File: src/rtl/gfe_pkg.sv
// Shared definitions for the GF(P) inverse lookup block.
package gfe_pkg;

  localparam int GFE_P_DEF   = 3;
  localparam int GFE_NCH_DEF = 2;

  // Init FSM states: build the table, then serve lookups.
  typedef enum logic [0:0] {
    FILL = 1'b0,
    DONE = 1'b1
  } gfe_state_e;

  // Element width: ceil(log2(p)), never narrower than one bit.
  function automatic int gfe_width(input int p);
    int w;
    w = $clog2(p);
    return (w < 1) ? 1 : w;
  endfunction

endpackage

File: src/rtl/gfe_inv_tab_init.sv
// Run-time builder for the GF(P) inverse table. For each a it walks b
// upward while accumulating a*b mod P by repeated addition; when the
// accumulator reaches 1, b is the inverse of a and is written out.
module gfe_inv_tab_init
  import gfe_pkg::*;
#(
  parameter int P = GFE_P_DEF,
  parameter int W = gfe_width(P)
) (
  input  logic         clk,
  input  logic         rst,
  output logic         we,
  output logic [W-1:0] waddr,
  output logic [W-1:0] wdata,
  output logic         init_done
);

  localparam logic [W-1:0] ONE    = W'(1);
  localparam logic [W-1:0] A_LAST = W'(P - 1);
  localparam logic [W:0]   P_EXT  = (W + 1)'(P);

  gfe_state_e     state_q;
  logic [W-1:0]   a_q;
  logic [W-1:0]   b_q;
  logic [W-1:0]   acc_q;
  logic [W:0]     acc_sum_s;
  logic [W-1:0]   acc_d;

  // Next accumulator value a*(b+1) mod P, using one add and one conditional subtract.
  always_comb begin
    acc_sum_s = {1'b0, acc_q} + {1'b0, a_q};
    if (acc_sum_s >= P_EXT) begin
      acc_d = W'(acc_sum_s - P_EXT);
    end else begin
      acc_d = W'(acc_sum_s);
    end
  end

  // Init FSM: one search step per clock until the last element is resolved.
  always_ff @(posedge clk or posedge rst) begin
    if (rst) begin
      state_q <= FILL;
      a_q     <= ONE;
      b_q     <= ONE;
      acc_q   <= ONE;
    end else begin
      case (state_q)
        FILL: begin
          if (acc_q == ONE) begin
            if (a_q == A_LAST) begin
              state_q <= DONE;
            end else begin
              a_q   <= a_q + ONE;
              b_q   <= ONE;
              acc_q <= a_q + ONE;
            end
          end else begin
            b_q   <= b_q + ONE;
            acc_q <= acc_d;
          end
        end
        DONE:    state_q <= DONE;
        default: state_q <= FILL;
      endcase
    end
  end

  // A write fires on the step that finds the inverse; the final write and
  // the move to DONE share the same edge, so init_done rises with it.
  assign we        = (state_q == FILL) && (acc_q == ONE);
  assign waddr     = a_q;
  assign wdata     = b_q;
  assign init_done = (state_q == DONE);

endmodule

File: src/rtl/gfe_inv_p.sv
// Multi-channel GF(P) inverse lookup. The table is built at run time by
// gfe_inv_tab_init; afterwards every channel reads it in parallel with a
// one-cycle registered result. Entry 0 is never written and never read.
module gfe_inv_p
  import gfe_pkg::*;
#(
  parameter int  P   = GFE_P_DEF,
  parameter int  NCH = GFE_NCH_DEF,
  localparam int W   = gfe_width(P)
) (
  input  logic             clk,
  input  logic             rst,
  input  logic [NCH-1:0]   din_valid,
  input  logic [NCH*W-1:0] din,
  output logic             init_done,
  output logic [NCH-1:0]   dout_valid,
  output logic [NCH*W-1:0] dout,
  output logic [NCH-1:0]   dout_en
);

  localparam logic [W:0] P_EXT = (W + 1)'(P);

  logic [W-1:0]     tab_q [P];
  logic             tab_we_s;
  logic [W-1:0]     tab_waddr_s;
  logic [W-1:0]     tab_wdata_s;
  logic             init_done_s;

  logic [NCH-1:0]   dout_valid_d;
  logic [NCH-1:0]   dout_en_d;
  logic [NCH*W-1:0] dout_d;
  logic [NCH-1:0]   dout_valid_q;
  logic [NCH-1:0]   dout_en_q;
  logic [NCH*W-1:0] dout_q;

  gfe_inv_tab_init #(
    .P (P),
    .W (W)
  ) u_tab_init (
    .clk       (clk),
    .rst       (rst),
    .we        (tab_we_s),
    .waddr     (tab_waddr_s),
    .wdata     (tab_wdata_s),
    .init_done (init_done_s)
  );

  // Table storage; contents survive reset and are fully rewritten by FILL.
  always_ff @(posedge clk) begin
    if (tab_we_s) begin
      tab_q[tab_waddr_s] <= tab_wdata_s;
    end
  end

  // Per-channel lookup; inputs before init_done are dropped, out-of-range
  // elements (0 or >= P) report a valid result with no inverse.
  always_comb begin
    dout_valid_d = '0;
    dout_en_d    = '0;
    dout_d       = '0;
    for (int i = 0; i < NCH; i++) begin
      logic [W-1:0] x;
      x = din[i*W +: W];
      if (init_done_s && din_valid[i]) begin
        dout_valid_d[i] = 1'b1;
        if ((x != '0) && ({1'b0, x} < P_EXT)) begin
          dout_en_d[i]       = 1'b1;
          dout_d[i*W +: W]   = tab_q[x];
        end else begin
          dout_en_d[i]       = 1'b0;
          dout_d[i*W +: W]   = '0;
        end
      end else begin
        dout_valid_d[i] = 1'b0;
      end
    end
  end

  // Result registers; reset clears any result in flight immediately.
  always_ff @(posedge clk or posedge rst) begin
    if (rst) begin
      dout_valid_q <= '0;
      dout_en_q    <= '0;
      dout_q       <= '0;
    end else begin
      dout_valid_q <= dout_valid_d;
      dout_en_q    <= dout_en_d;
      dout_q       <= dout_d;
    end
  end

  assign init_done  = init_done_s;
  assign dout_valid = dout_valid_q;
  assign dout_en    = dout_en_q;
  assign dout       = dout_q;

endmodule

File: config.mk
export PLATFORM = sky130hd
export DESIGN_NAME = gfe_inv_p
export DESIGN_NICKNAME = d
export VERILOG_FILES = /design/src/rtl/gfe_pkg.sv /design/src/rtl/gfe_inv_tab_init.sv /design/src/rtl/gfe_inv_p.sv
export SDC_FILE = /design/constraint.sdc
export NUM_CORES = 1
export LEC_CHECK = 0
export CAP_MARGIN = 25
export CORE_MARGIN = 5
export CORE_UTILIZATION = 45
export DETAILED_ROUTE_END_ITERATION = 6
export HOLD_SLACK_MARGIN = 0.15
export PLACE_DENSITY = 0.67
export SLEW_MARGIN = 20
export SYNTH_ARGS = -nofsm -noshare
export SYNTH_HDL_FRONTEND = slang
export SYNTH_SLANG_ARGS = --single-unit
File: constraint.sdc
create_clock -name clk -period 4.92 [get_ports clk]
set_input_delay 0.738 -clock clk [delete_from_list [all_inputs] [get_ports clk]]
set_output_delay 0.738 -clock clk [all_outputs]
set_load 0.1 [all_outputs]
* Yosys cells after proc, flatten, opt, wreduce, memory -nomap -nowiden
Memories as Yosys holds them, arrays and structs flattened. Cells that the tools add are included.
Storage, ports and cells: memories kept 1, bits of input ports 8, logic and storage cells 49, memory bits (writable) 6, bits in registers 15
Memories:
- tab_q | words 3, bits a word 2, rd ports 2, clocked after memory_dff 0, write ports 1, RTL line gfe_inv_p.sv:23 | logic [W-1:0] tab_q [P];
Operators by class: magnitude comparators 3, bitwise operators 2, reduce and logical (&&, ||, !) cells 9, equality and inequality tests 3, mux-type cells 20, add/subtract/negate cells 4
Operators by type and width (number):
- two-way mux 2 bit | 9
- two-way mux 1 bit | 10
- logical AND 1 bit | 5
- adder 2 x 1 -> 2 bit (second input constant) | 2
- less-than comparator 2 bit (second input constant) | 2
- nonzero test 2 bit | 2
- adder 2 x 2 -> 3 bit | 1
- greater-or-equal comparator 3 x 2 -> 1 bit (second input constant) | 1
- AND reduction 3 bit | 1
- equality test 2 x 1 -> 1 bit (second input constant) | 1
- equality test 2 bit (second input constant) | 1
- != test 2 bit (second input constant) | 1
- inverter 1 bit | 2
- case mux 1 bit (2 select lines) | 1
- AND reduction 2 bit | 1
- subtractor 2 bit (second input constant) | 1

* Longest topological paths before layout
depth in word-level cells 4, gate-level depth with buffers 8, gate-level depth less buffers 8

* Cells and area by module
From an unflattened synthesis, not the netlist that was laid out.
Second synthesis, totals: cells, all modules 76, area, all modules 903.4 um^2
By module, submodules not included:
- gfe_inv_p | area an instance 461.7 um^2, seq. area each 320.3 um^2, cells each 35, times used 1
- gfe_inv_tab_init | area an instance 441.7 um^2, seq. area each 178.9 um^2, cells each 41, times used 1

* Worst setup path before layout
Ideal clock, no wire load.
path kind reg2reg, from register u_tab_init.a_q[0] (netlist: u_tab_init.waddr[0]), to register u_tab_init.acc_q[1], slack 2.943 ns, clock period less this slack 1.977 ns, required time 4.825 ns, data arrival time 1.882 ns, cell stages (with the launch flop) 9, buffers on the path 0, path through dfstp_2 > ha_1 > inv_1 > fa_1 > inv_1 > ha_1 > nor2b_1 > a211oi_1 > o31ai_1
Between the ends: cells in the longest elaborated chain, start to end 4
Ends and longest elaborated chain:
- start, declared | RTL line gfe_inv_tab_init.sv:23 | logic [W-1:0] a_q;
- start signal, assigned | RTL line gfe_inv_tab_init.sv:53 | a_q <= a_q + ONE;
- adder 2 x 2 -> 3 bit | RTL line gfe_inv_tab_init.sv:31 | acc_sum_s = {1'b0, acc_q} + {1'b0, a_q};
- greater-or-equal comparator 3 x 2 -> 1 bit or subtractor 2 bit (tied branches) | RTL line gfe_inv_tab_init.sv:32, gfe_inv_tab_init.sv:33
- two-way mux 2 bit | RTL line gfe_inv_tab_init.sv:32 | if (acc_sum_s >= P_EXT) begin
- two-way mux 2 bit | RTL line gfe_inv_tab_init.sv:49 | if (acc_q == ONE) begin
- end signal, assigned | RTL line gfe_inv_tab_init.sv:55 | acc_q <= a_q + ONE;
- end, declared | RTL line gfe_inv_tab_init.sv:25 | logic [W-1:0] acc_q;
Parallel ways exist; a longest one is shown, timed or not. The select of a mux whose other input is x is not followed. A chain may end at the register's enable or synchronous reset.

* Final worst setup path
from register u_tab_init.state_q (netlist: u_tab_init.init_done), to output init_done
RTL lines:
- start, declared | RTL line gfe_inv_tab_init.sv:22 | gfe_state_e state_q;
- start signal, assigned | RTL line gfe_inv_tab_init.sv:42 | state_q <= FILL;
- start signal, assigned | RTL line gfe_inv_tab_init.sv:51 | state_q <= DONE;
- start signal, assigned | RTL line gfe_inv_tab_init.sv:62 | DONE: state_q <= DONE;
- end, declared | RTL line gfe_inv_p.sv:15 | output logic init_done,
No word-level cell between the ends.

==> insert_results.sql <==
INSERT INTO impl_metrics (metric_group, metric, value, unit) VALUES
('outcome', 'run_status', 'finished, final reports clean', ''),
('sta', 'final_min_period_over_clock_period', '57.3', '%'),
('flow_run', 'cap_violations', '0', ''),
('drt', 'via_per_inst', '4.68', ''),
('clock_network', 'post_cts_resized', '0', ''),
('sta', 'final_report_max_slew_violation_count', '0', ''),
('placement', 'detailed_place_hpwl', '1.21', 'mm'),
('cells_and_area', 'layout_commonest_cell', 'clkdlybuf4s50_1', ''),
('global_route', 'grt_max_degree', '16', ''),
('global_route', 'gr-usage-all-layers', '12.4', '%'),
('clock_network', 'cts_buffers', '3', ''),
('cells_and_area', 'finalNonFillerCells', '123', ''),
('logic_synthesis', 'ys_seq_area_share', '54.4', '%'),
('sta', 'rsz0062_at_grt', 'no', ''),
('worst_setup_path', 'crit_chain', 'clkdlybuf4s50_1', ''),
('logic_synthesis', 'synth-edff-count', '4', ''),
('floorplan', 'dieArea', '3040', 'µm²'),
('logic_synthesis', 'post_synthesis_register_bit_count', '19', ''),
('sta', 'aggregate_negative_setup_slack', '0', 'ns'),
('global_route', 'grt.overflow.total', '0', ''),
('worst_setup_path', 'sort_of_element_at_the_start_of_the_critical_path', 'flip-flop', ''),
('drt', 'route.antenna.remaining_nets', '0', ''),
('clock_network', 'cts_sinks', '19', ''),
('drt', 'routed_wire_length_per_instance', '12.3', 'µm'),
('drt', 'drt_pre_antenna_iters', '4', ''),
('logic_synthesis', 'netlist_area', '918', 'µm²'),
('drt', 'detail_route.drc_violations', '0', ''),
('logic_synthesis', 'asyncSetResetFlopFracSynth', '78.9', '%'),
('clock_network', 'cts_htree_levels', '1', ''),
('worst_setup_path', 'cpLargestDelayFamily', 'buffers and inverters', ''),
('global_route', 'first_global_vias', '602', ''),
('sta', 'post-route-worst-setup-slack', '2.10', 'ns'),
('logic_synthesis', 'ys_warn_count', '0', ''),
('clock_network', 'cts-hold-fix-buffers', '0', ''),
('sta', 'setup_viol_count_final', '0', ''),
('cells_and_area', 'layout.cells.most_common_list', 'clkdlybuf4s50_1, dfrtp_1, inv_1, nor2_1', ''),
('worst_setup_path', 'crit_path_max_fanout', '11', ''),
('hold_path', 'classification_of_the_worst_slack_hold_path', 'reg -> reg', ''),
('sta', 'timing.final.hold_violations', '0', ''),
('floorplan', 'floorplan.initialDensity', '46.8', '%'),
('cells_and_area', 'post_route_cells_drive_above_1_share', '8.33', '%'),
('cells_and_area', 'final_util', '57.2', '%'),
('cells_and_area', 'antenna-diode-count', '0', ''),
('logic_synthesis', 'mappedNetlistNets', '92', ''),
('power_and_ir_drop', 'power_density', '221', 'nW/µm²'),
('placement', 'post-place-cells', '119', ''),
('floorplan', 'die-width', '55.2', 'µm'),
('floorplan', 'fp.dieH', '55.2', 'µm'),
('clock_network', 'clock_latency', '0.29', 'ns'),
('placement', 'port-buffer-count', '16', ''),
('logic_synthesis', 'syn-mean-instance-area', '11.8', 'µm²'),
('worst_setup_path', 'cp_slowest_cell', 'clkdlybuf4s50_1', ''),
('clock_network', 'clockBufferDepth', '2', ''),
('worst_setup_path', 'timing.critical_path.required', '4.18', 'ns'),
('worst_setup_path', 'end_kind', 'output pin', ''),
('drt', 'route.vias.total', '576', ''),
('power_and_ir_drop', 'ir_drop', '0.161', 'mV'),
('cells_and_area', 'flow.area_growth_from_synthesis', '22.2', '%'),
('sta', 'clk_skew', '0.00755', 'ns'),
('global_route', 'wire_length_of_the_first_global_routing_pass', '2.62', 'mm'),
('clock_network', 'path_clk_slew', '0.09', 'ns'),
('sta', 'fmax', '355', 'MHz'),
('drt', 'first_iter_violations', '11', ''),
('sta', 'timing.final.crit_period', '2.82', 'ns'),
('clock_network', 'clock_tree.root_cell', 'clkbuf_4', ''),
('logic_synthesis', 'synth.lib_cells_used.distinct', '30', ''),
('placement', 'gp_congestion', '0.713', ''),
('sta', 'headroom_to_the_max_slew_limit', '34.9', '%'),
('logic_synthesis', 'syn_inst', '78', ''),
('placement', 'placement.setup.worst_slack', '2.41', 'ns'),
('worst_setup_path', 'worst_path_largest_cell_delay', '1.21', 'ns');
[report_power, final]
| group | leakage [nW] | internal, mW | switching [mW] |
|---|---|---|---|
| Clock | 0.0150 | 0.0315 | 0.0438 |
| Combinational | 0.262 | 0.00691 | 0.00554 |
| Sequential | 0.224 | 0.160 | 0 |
| Total | 0.501 | 0.199 | 0.0493 |
[per-stage QoR]
step	cell area [µm²]	hold slack [ns]
3_3_place_gp	1100	0.497
6_report	1120	0.522
2_1_floorplan	918	0.484
5_1_grt	1120	0.566
4_1_cts	1120	0.525
3_5_place_dp	1100	0.511
[layer usage]
metal / global-route usage, % / routed length, µm / vias up
met2: 21.7 / 763 / 15
met5: 0 / 0 / -
met3: 4.29 / 112 / 2
li1: - / - / 296
met1: 14.4 / 629 / 263
met4: 3.64 / 10 / 0
[synth_stat cells, types with 2 or more instances]
library cell	count	area [µm²]
dfrtp_1	12	300
inv_1	10	37.5
nor2_1	6	22.5
ha_1	5	62.6
nor2b_1	5	31.3
a22oi_1	4	30.0
edfxtp_1	4	120
nand2_1	4	15.0
dfstp_2	3	78.8
a21o_1	2	15.0
and3_1	2	12.5
mux2i_1	2	20.0
o21a_1	2	15.0
[cell type report]
type                            count  area [µm²]
Tap cell                           27        33.8
Timing Repair Buffer               16         160
Sequential cell                    19         499
Fill cell                         175         840
Inverter                           10        37.5
Clock buffer                        4        26.3
Multi-Input combinational cell     47         365
[sequential cells by signal (all words and copies together), names as in the netlist]
name                  flops
tab_q                     4
u_tab_init.init_done      1
dout_en                   2
u_tab_init.wdata          2
u_tab_init.acc_q          2
dout_valid                2
dout                      4
u_tab_init.waddr          2
[final timing paths]
check | slack, ns | depth (start not counted) | from | to
setup / recovery | 2.10 | 1 | u_tab_init.init_done$_DFF_PP0_ | init_done
hold / removal | 0.52 | 2 | u_tab_init.wdata[0]$_DFFE_PP1P_ | u_tab_init.wdata[0]$_DFFE_PP1P_
setup reg to reg | 2.73 | 8 | u_tab_init.waddr[0]$_DFFE_PP1P_ | u_tab_init.acc_q[1]$_DFFE_PP0P_
hold reg to reg | 0.52 | 2 | u_tab_init.wdata[0]$_DFFE_PP1P_ | u_tab_init.wdata[0]$_DFFE_PP1P_
max in group asynchronous | 3.75 | 2 | rst | u_tab_init.wdata[0]$_DFFE_PP1P_
min in group asynchronous | 0.79 | 2 | rst | dout_en[0]$_DFF_PP0_
[kinds of logic after synthesis]
group / count (synthesis) / share of synthesized area, %
fa+ha+maj: 6 / 8.99
flops: 19 / 54.4
mux: 3 / 3.41
compound gates: 15 / 11.7
xor+xnor: 1 / 0.954
buf+inv: 12 / 5.86
simple gates: 22 / 14.7
Note: power is estimated with default switching activity, not from simulation.
